<file path="src/rtl/aes_seq_pkg.sv">
// rtl/aes_seq_pkg.sv - shared types and constants for the AES trace sequencer
package aes_seq_pkg;

  localparam int AES_BLK_W        = 128;
  localparam int DEF_GAP_CYCLES   = 255;
  localparam int DEF_BUSY_TIMEOUT = 15;

  typedef enum logic [2:0] {
    ST_IDLE      = 3'd0,
    ST_GAP       = 3'd1,
    ST_LOAD      = 3'd2,
    ST_WAIT_RISE = 3'd3,
    ST_WAIT_FALL = 3'd4,
    ST_CAPTURE   = 3'd5,
    ST_ERROR     = 3'd6
  } seq_state_e;

endpackage

</file>
<file path="src/rtl/seq_down_counter.sv">
// rtl/seq_down_counter.sv - loadable down-counter that stops at zero
module seq_down_counter #(
  parameter int W = 8
) (
  input  logic         ICE_CLK,
  input  logic         resetn,
  input  logic         load_i,
  input  logic [W-1:0] load_val_i,
  input  logic         dec_i,
  output logic         zero_o
);

  logic [W-1:0] count_q, count_d;

  always_comb begin
    count_d = count_q;
    if (load_i)
      count_d = load_val_i;
    else if (dec_i && count_q != '0)
      count_d = count_q - W'(1);
  end

  always_ff @(posedge ICE_CLK) begin
    if (!resetn) count_q <= '0;
    else         count_q <= count_d;
  end

  assign zero_o = (count_q == '0);

endmodule

</file>
<file path="src/rtl/aes_trace_sequencer.sv">
// rtl/aes_trace_sequencer.sv - drives aes_core through repeated capture traces
module aes_trace_sequencer
  import aes_seq_pkg::*;
#(
  parameter int GAP_CYCLES   = DEF_GAP_CYCLES,
  parameter int BUSY_TIMEOUT = DEF_BUSY_TIMEOUT,
  parameter int CNT_W        = 16
) (
  input  logic                 ICE_CLK,
  input  logic                 resetn,
  input  logic                 start_i,
  input  logic                 stop_i,
  input  logic [CNT_W-1:0]     num_traces_i,
  input  logic [AES_BLK_W-1:0] pt_seed_i,
  output logic                 aes_load_o,
  output logic [AES_BLK_W-1:0] aes_data_o,
  input  logic                 aes_busy_i,
  input  logic [AES_BLK_W-1:0] aes_result_i,
  output logic                 trigger_o,
  output logic [AES_BLK_W-1:0] result_o,
  output logic                 result_valid_o,
  output logic [CNT_W-1:0]     trace_count_o,
  output logic                 running_o,
  output logic                 done_o,
  output logic                 error_o
);

  localparam int GAP_W = $clog2(GAP_CYCLES + 1);
  localparam int TO_W  = $clog2(BUSY_TIMEOUT + 1);

  seq_state_e state_q, state_d;

  logic [AES_BLK_W-1:0] pt_q, result_q;
  logic [CNT_W-1:0]     target_q, count_q, count_inc;
  logic                 done_q, error_q, stop_pending_q;
  logic                 gap_zero, to_zero, gap_load, start_go, finish;

  assign start_go  = (state_q == ST_IDLE || state_q == ST_ERROR) && start_i;
  assign count_inc = (&count_q) ? count_q : count_q + CNT_W'(1);
  assign finish    = stop_pending_q || stop_i ||
                     (target_q != '0 && count_inc == target_q);
  assign gap_load  = start_go || (state_q == ST_CAPTURE && !finish);

  // Loaded one short so the GAP state itself lasts exactly GAP_CYCLES cycles.
  seq_down_counter #(.W(GAP_W)) u_gap_cnt (
    .ICE_CLK    (ICE_CLK),
    .resetn     (resetn),
    .load_i     (gap_load),
    .load_val_i (GAP_W'(GAP_CYCLES - 1)),
    .dec_i      (state_q == ST_GAP),
    .zero_o     (gap_zero)
  );

  seq_down_counter #(.W(TO_W)) u_to_cnt (
    .ICE_CLK    (ICE_CLK),
    .resetn     (resetn),
    .load_i     (state_q == ST_LOAD),
    .load_val_i (TO_W'(BUSY_TIMEOUT)),
    .dec_i      (state_q == ST_WAIT_RISE),
    .zero_o     (to_zero)
  );

  always_ff @(posedge ICE_CLK) begin
    if (!resetn) state_q <= ST_IDLE;
    else         state_q <= state_d;
  end

  always_comb begin
    state_d = state_q;
    case (state_q)
      ST_IDLE, ST_ERROR: if (start_i) state_d = ST_GAP;
      ST_GAP: begin
        if (stop_i)                       state_d = ST_IDLE;
        else if (gap_zero && !aes_busy_i) state_d = ST_LOAD;
      end
      ST_LOAD:      state_d = ST_WAIT_RISE;
      ST_WAIT_RISE: begin
        if (aes_busy_i)   state_d = ST_WAIT_FALL;
        else if (to_zero) state_d = ST_ERROR;
      end
      ST_WAIT_FALL: if (!aes_busy_i) state_d = ST_CAPTURE;
      ST_CAPTURE:   state_d = finish ? ST_IDLE : ST_GAP;
      default:      state_d = ST_IDLE;
    endcase
  end

  always_comb begin
    aes_load_o     = 1'b0;
    trigger_o      = 1'b0;
    result_valid_o = 1'b0;
    running_o      = !(state_q == ST_IDLE || state_q == ST_ERROR);
    case (state_q)
      ST_LOAD: begin
        aes_load_o = !aes_busy_i;
        trigger_o  = 1'b1;
      end
      ST_WAIT_RISE, ST_WAIT_FALL: trigger_o = 1'b1;
      ST_CAPTURE: begin
        trigger_o      = 1'b1;
        result_valid_o = 1'b1;
      end
      default: ;
    endcase
  end

  always_ff @(posedge ICE_CLK) begin
    if (!resetn) begin
      pt_q           <= '0;
      result_q       <= '0;
      target_q       <= '0;
      count_q        <= '0;
      done_q         <= 1'b0;
      error_q        <= 1'b0;
      stop_pending_q <= 1'b0;
    end else begin
      if (start_go) begin
        pt_q           <= pt_seed_i;
        target_q       <= num_traces_i;
        count_q        <= '0;
        done_q         <= 1'b0;
        error_q        <= 1'b0;
        stop_pending_q <= 1'b0;
      end
      if (state_q == ST_GAP && stop_i)
        done_q <= 1'b1;
      if (stop_i && state_q inside {ST_LOAD, ST_WAIT_RISE, ST_WAIT_FALL, ST_CAPTURE})
        stop_pending_q <= 1'b1;
      // Capture as busy falls so result_o is already valid during CAPTURE.
      if (state_q == ST_WAIT_FALL && !aes_busy_i)
        result_q <= aes_result_i;
      if (state_q == ST_WAIT_RISE && !aes_busy_i && to_zero)
        error_q <= 1'b1;
      if (state_q == ST_CAPTURE) begin
        count_q <= count_inc;
        pt_q    <= pt_q + AES_BLK_W'(1);
        if (finish) done_q <= 1'b1;
      end
    end
  end

  assign aes_data_o    = pt_q;
  assign result_o      = result_q;
  assign trace_count_o = count_q;
  assign done_o        = done_q;
  assign error_o       = error_q;

endmodule

</file>
<file path="config.mk">
export PLATFORM = sky130hd
export DESIGN_NAME = aes_trace_sequencer
export DESIGN_NICKNAME = d
export VERILOG_FILES = /design/src/rtl/aes_seq_pkg.sv /design/src/rtl/seq_down_counter.sv /design/src/rtl/aes_trace_sequencer.sv
export SDC_FILE = /design/constraint.sdc
export NUM_CORES = 1
export LEC_CHECK = 0
export CORE_AREA = 5 5 212 214
export DETAILED_ROUTE_END_ITERATION = 6
export DIE_AREA = 0 0 217 219
export DONT_BUFFER_PORTS = 1
export REMOVE_ABC_BUFFERS = 1
export SLEW_MARGIN = 20
export SYNTH_ARGS = -nofsm -noshare
export SYNTH_HDL_FRONTEND = slang
export SYNTH_HIERARCHICAL = 1
export SYNTH_SLANG_ARGS = --single-unit
</file>
<file path="constraint.sdc">
create_clock -name ICE_CLK -period 8.7 [get_ports ICE_CLK]
set_clock_uncertainty 0.15 [all_clocks]
set_input_delay 1.305 -clock ICE_CLK [delete_from_list [all_inputs] [get_ports ICE_CLK]]
set_output_delay 1.305 -clock ICE_CLK [all_outputs]
set_load 0.05 [all_outputs]
</file>
-- After elaboration in Yosys (flattened, before gate mapping)
Index checks and enable logic that the tools add are counted.
- register bits: 306
- logic and storage cells: 89
- add/sub/neg operators: 4
- eq/ne operators: 11
- mux-type cells: 27
- bitwise logic cells: 1
- reduce and logical (&&, ||, !) cells: 35
- operator list (kind ; number):
    two-way mux 128 bit ; 2
    adder 128 x 1 -> 128 bit (second input constant) ; 1
    two-way mux 16 bit ; 3
    two-way mux 3 bit ; 6
    case mux 3 bit (6 select lines) ; 1
    adder 16 x 1 -> 16 bit (second input constant) ; 1
    equality test 16 bit ; 1
    two-way mux 8 bit ; 2
    AND reduction 16 bit ; 1
    nonzero test 16 bit ; 1
    logical AND 1 bit ; 11
    two-way mux 1 bit ; 11
    nonzero test 2 bit ; 5
    equality test 3 bit (second input constant) ; 3
    zero test 8 bit ; 1
    two-way mux 4 bit ; 2
    nonzero test 4 bit ; 2
    nonzero test 8 bit ; 1
    subtractor 8 x 1 -> 8 bit (second input constant) ; 1
    equality test 3 x 2 -> 1 bit (second input constant) ; 2
    != test 3 bit (second input constant) ; 2
    zero test 4 bit ; 1
    logical OR 1 bit ; 4
    != test 2 bit (second input constant) ; 2
    8 further kinds ; 11

-- Longest topological paths before layout
- depth in word-level cells: 9
- gate-level depth with buffers: 14
- depth with buffers taken out: 12

-- Modules after synthesis
Netlist, hierarchy kept.
- by module, submodules not included (module ; instances ; cells an instance ; area an instance (um^2) ; seq. area each (um^2)):
    aes_trace_sequencer ; 1 ; 1932 ; 14408.8 ; 5885.6
    seq_down_counter (u_gap_cnt) ; 1 ; 58 ; 508.0 ; 160.2
    seq_down_counter (u_to_cnt) ; 1 ; 31 ; 256.5 ; 80.1

-- Worst setup path before layout
Ideal clock, no wire load.
- path kind: input-to-output
- from: input aes_busy_i
- to: output aes_load_o
- data arrival time: 2.754 ns
- data required time: 7.245 ns
- path slack: 4.491 ns
- stages: 1
- path buffers: 0
- path through: nor4_1
- word-level cells in the longest chain between the ends: 2
- ends and longest elaborated chain (element ; line ; source):
    start: declaration ; aes_trace_sequencer.sv:17 ; input logic aes_busy_i,
    zero test 1 bit ; aes_trace_sequencer.sv:94 ; aes_load_o = !aes_busy_i;
    two-way mux 1 bit ; aes_trace_sequencer.sv:92 ; case (state_q)
    end: declaration ; aes_trace_sequencer.sv:15 ; output logic aes_load_o,
Every way passes these cells.

-- Worst setup path in the final report
- from: register count_q[0], in the netlist trace_count_o[0]
- to: register u_gap_cnt.count_q[1]
- word-level cells in the longest chain between the ends: 9
- ends and longest elaborated chain (element ; line ; source):
    start: declaration ; aes_trace_sequencer.sv:34 ; logic [CNT_W-1:0] target_q, count_q, count_inc;
    start signal: assignment ; aes_trace_sequencer.sv:134 ; count_q <= count_inc;
    adder 16 x 1 -> 16 bit or AND reduction 16 bit (tied branches) ; aes_trace_sequencer.sv:39 ; assign count_inc = (&count_q) ? count_q : count_q + CNT_W'(1);
    two-way mux 16 bit (*) ; aes_trace_sequencer.sv:39 ;
    equality test 16 bit (*) ; aes_trace_sequencer.sv:41 ; (target_q != '0 && count_inc == target_q);
    logical AND 1 bit (*) ; aes_trace_sequencer.sv:41 ;
    logical OR 1 bit (*) ; aes_trace_sequencer.sv:40 ; assign finish = stop_pending_q || stop_i ||
    zero test 1 bit (*) ; aes_trace_sequencer.sv:42 ; assign gap_load = start_go || (state_q == ST_CAPTURE && !finish);
    logical AND 1 bit (*) ; aes_trace_sequencer.sv:42 ;
    logical OR 1 bit (*) ; aes_trace_sequencer.sv:42 ;
    named net gap_load ; aes_trace_sequencer.sv:36 ; logic gap_zero, to_zero, gap_load, start_go, finish;
    two-way mux 8 bit or nonzero test 2 bit (tied branches) ; n/a ;
    end signal: assignment ; seq_down_counter.sv:25 ; else count_q <= count_d;
    end: declaration ; seq_down_counter.sv:13 ; logic [W-1:0] count_q, count_d;
The timed path passes the listed nets; every way through them passes the cells marked *.
A chain may end at the register's enable or synchronous reset.

==> results by group <==
Outcome
  – Outcome: finished clean

Clock tree
  – Clock Path Buffers: 3
  – Post-CTS sizing: 0
  – CTS Buf Count: 38
  – CTS tree: yes
  – Postcts setup bufs: 0
  – CTS H-tree depth: 2
  – Worst-Skew Late Latency: 0.55 ns
  – Clock Sink Count: approximately 310
  – CTS Hold Buffers Added: 0
  – Worst-path clk slew: ~0.05 ns
  – Clock root buffer: clkbuf_16

Timing
  – Slew Limit Fails: 0
  – RSZ-0062 raised after global routing: no
  – Period minus WS final: about 5 ns
  – Max Fclk: 200 MHz
  – Final clock period utilization by the worst path: a little under three fifths
  – Worst slew pin tran: around 1.1 ns
  – Hold Violations, Final: 0
  – WHS: approximately 0.34 ns
  – Relative slew slack: roughly a quarter
  – Setup ws final: roughly 3.7 ns
  – Final setup TNS: 0 ns
  – Final Setup Violations: 0

Pwr
  – Leakage power: about 5.4 nW
  – Sw frac: 33.4%
  – Cell internal pwr: around 2.6 mW
  – Power per cell area: ~230 mW/mm2
  – Clock power frac: approximately two fifths
  – Max rail drop VDD: between 0.00015 and 0.0002 V
  – Total Power: between 3 and 4 mW
  – Sequential Power Share: 48.5%
  – Combinational power share: around 11%
  – Net Sw Power: 1.29 mW

Logic synthesis
  – Post-synth top area share: 40.4%
  – Post-Syn Area: ~0.015 mm2
  – Post-synth top area cell: dfxtp_1
  – Post-Synthesis Cells: 2021
  – Synth warn: 6
  – Synth Area per Inst: 7.51 um2
  – Post-synth cell types: 85
  – FFs w/ async S/R, synth: 0%
  – Synth area leaders: dfxtp_1 40%, nand2_1 11%, a21oi_1 9.1%
  – Main synth FF type: dfxtp_1
  – Sequential-to-total area share from yosys stat: 40.4%
  – Number of synthesized flops with an enable pin: 0
  – Yosys reg bits: between 300 and 400

Global routing
  – Global-route wire length before repair: between 80 and 90 mm
  – Remaining Overflow, GRT: 0
  – Initial antenna violation count: 4
  – Vias in the first global route: between 10000 and 15000
  – Total track usage: a little under a quarter
  – Largest net degree at the start of global routing: ~150

Placed design
  – Final GP Congestion: 0.907
  – I/O Buffers: 0
  – Dpl hpwl: 41.9 mm
  – Setup WS pre-CTS: between 3 and 4 ns

Die
  – Starting Density: between 30% and 40%
  – Full die area: roughly 0.048 mm2
  – CORE AREA: between 0.04 and 0.05 mm2
  – Io pins: about 560
  – Die Span X: 217 um
  – Die H: around 220 um
  – FP Rows: 76

Critical path
  – WP buf/inv: 0
  – Setup Crit Path Kind: register to register
  – Worst Setup End Kind: register
  – CP required: around 9 ns
  – Crit path launch type: register
  – Crit path max-delay family: simple AND/OR/NAND/NOR gates
  – Largest stage delay, worst path: 0.92 ns
  – Worst EP arrival: about 5.3 ns
  – Slowest-stage cell, CP: dfxtp_1
  – Worst-path maximum fanout: 12
  – CP Cell Sequence: ha_1, nand4_1, or4_1, o21ai_0, nand4_1, a2111oi_0, nand3_1, a31o_2, or4b_2, nand3_1

Final layout
  – Area grow syn2layout: 10.4%
  – Fill cell count: 4459
  – Layout cells sized above 1: ~6.4%
  – Commonest non-fill, non-tap cell in the layout: nand2_1
  – Utilization after layout: roughly two fifths
  – Net count, final: 2233
  – Most used cells in the layout excluding fill and tap cells: 445 x nand2_1, 306 x dfxtp_1, 276 x a21oi_1

Routing
  – Pre-antenna DRT Iters: 5
  – Drt drc: 0
  – Vias: ~15000
  – DRT Wirelength: 58.8 mm
  – Wire per inst: approximately 23 um
  – Drt initial violations: between 1000 and 1500
  – Antenna-violating nets left: 0
  – Drt via density: between 6 and 7

Job
  – Max-Cap Viols: 0

Min path
  – HP Class: register to register
[layer usage]
layer | part of all wire (%) | track usage (%)
met2 | 46 | 35.0
met4 | 3.8 | 8.74
met3 | 9.0 | 7.77
met5 | 0.031 | 0
met1 | 42 | 29.8
[state kept, by name, summed over array words and instances, names as in the netlist]
register           cells
stop_pending_q         1
u_gap_cnt/count_q      8
aes_data_o           128
done_o                 1
u_to_cnt/count_q       4
error_o                1
target_q              16
result_o             128
trace_count_o         16
state_q                3
[cell families after synthesis]
logic type | share of synthesized area (%)
compound gates | 22.2
xor+xnor | 1.33
fa+ha+maj | 0.412
buf+inv | 4.63
flops | 40.4
mux | 1.39
other cells | 0.0495
simple gates | 29.7
[path summary, 6_finish.rpt]
check | start | end | slack (ns) | cells past startpoint
worst max-delay path | trace_count_o[0] | u_gap_cnt/count_q[1] | 3.70 | 10
worst max register to register | trace_count_o[0] | u_gap_cnt/count_q[1] | 3.70 | 10
worst min-delay path | target_q[0] | target_q[0] | 0.34 | 2
worst min register to register | target_q[0] | target_q[0] | 0.34 | 2
[cells in the mapped netlist, types with 7 or more instances]
cell and number:
nand2_1 445, dfxtp_1 306, a21oi_1 276, clkbuf_1 117, nor2_1 106, o21ai_0 81, nand3_1 80, nor3_1 54
nand4_1 53, a31oi_1 48, and3_1 43, nor4_1 34, inv_1 29, o211ai_1 22, or3_1 21, and2_1 18
xnor2_1 18, a311oi_1 17, and4_1 16, or4_1 15, o21a_1 14, a22oi_1 12, mux2i_1 12, buf_1 11
a211oi_1 10, o311ai_0 9, a221oi_1 8, mux2_2 8, nand2b_1 7
[power groups by stage]
stage               sequential [mW]  combinational (mW)  clock, mW
floorplan                      1.85               0.320          0
global placement               1.90               0.411          0
detailed placement             1.90               0.421          0
CTS                            1.87               0.422       1.60
global route                   1.89               0.475       1.65
finish                         1.87               0.428       1.56
[through the flow]
| step | cell area, um2 | cells |
|---|---|---|
| after floorplan | 14600 | 1892 |
| after global placement | 15500 | 2455 |
| after detailed placement | 15500 | 2455 |
| after CTS | 16700 | 2520 |
| after global routing | 16700 | 2525 |
| final | 16700 | 2525 |
[worst reg2reg max path, stage by stage, from the launching register on]
cell	delay [ns]
dfxtp_1	0.92
ha_1	0.55
nand4_1	0.33
or4_1	0.82
o21ai_0	0.21
nand4_1	0.13
a2111oi_0	0.44
nand3_1	0.23
a31o_2	0.37
or4b_2	0.69
nand3_1	0.10
[final cells by class]
| type | instances | area [um2] | share of cell area (%) |
|---|---|---|---|
| multi-input combinational | 1555 | 8420 | 50.3 |
| sequential | 306 | 6130 | 36.6 |
| clock buffer | 52 | 1070 | 6.42 |
| tap | 546 | 683 | 4.08 |
| timing repair buffer | 19 | 175 | 1.05 |
| clock inverter | 13 | 129 | 0.770 |
| inverter | 31 | 126 | 0.755 |
| antenna | 3 | 7.51 | 0.0448 |
No activity file was read; power rests on OpenSTA's default activity.
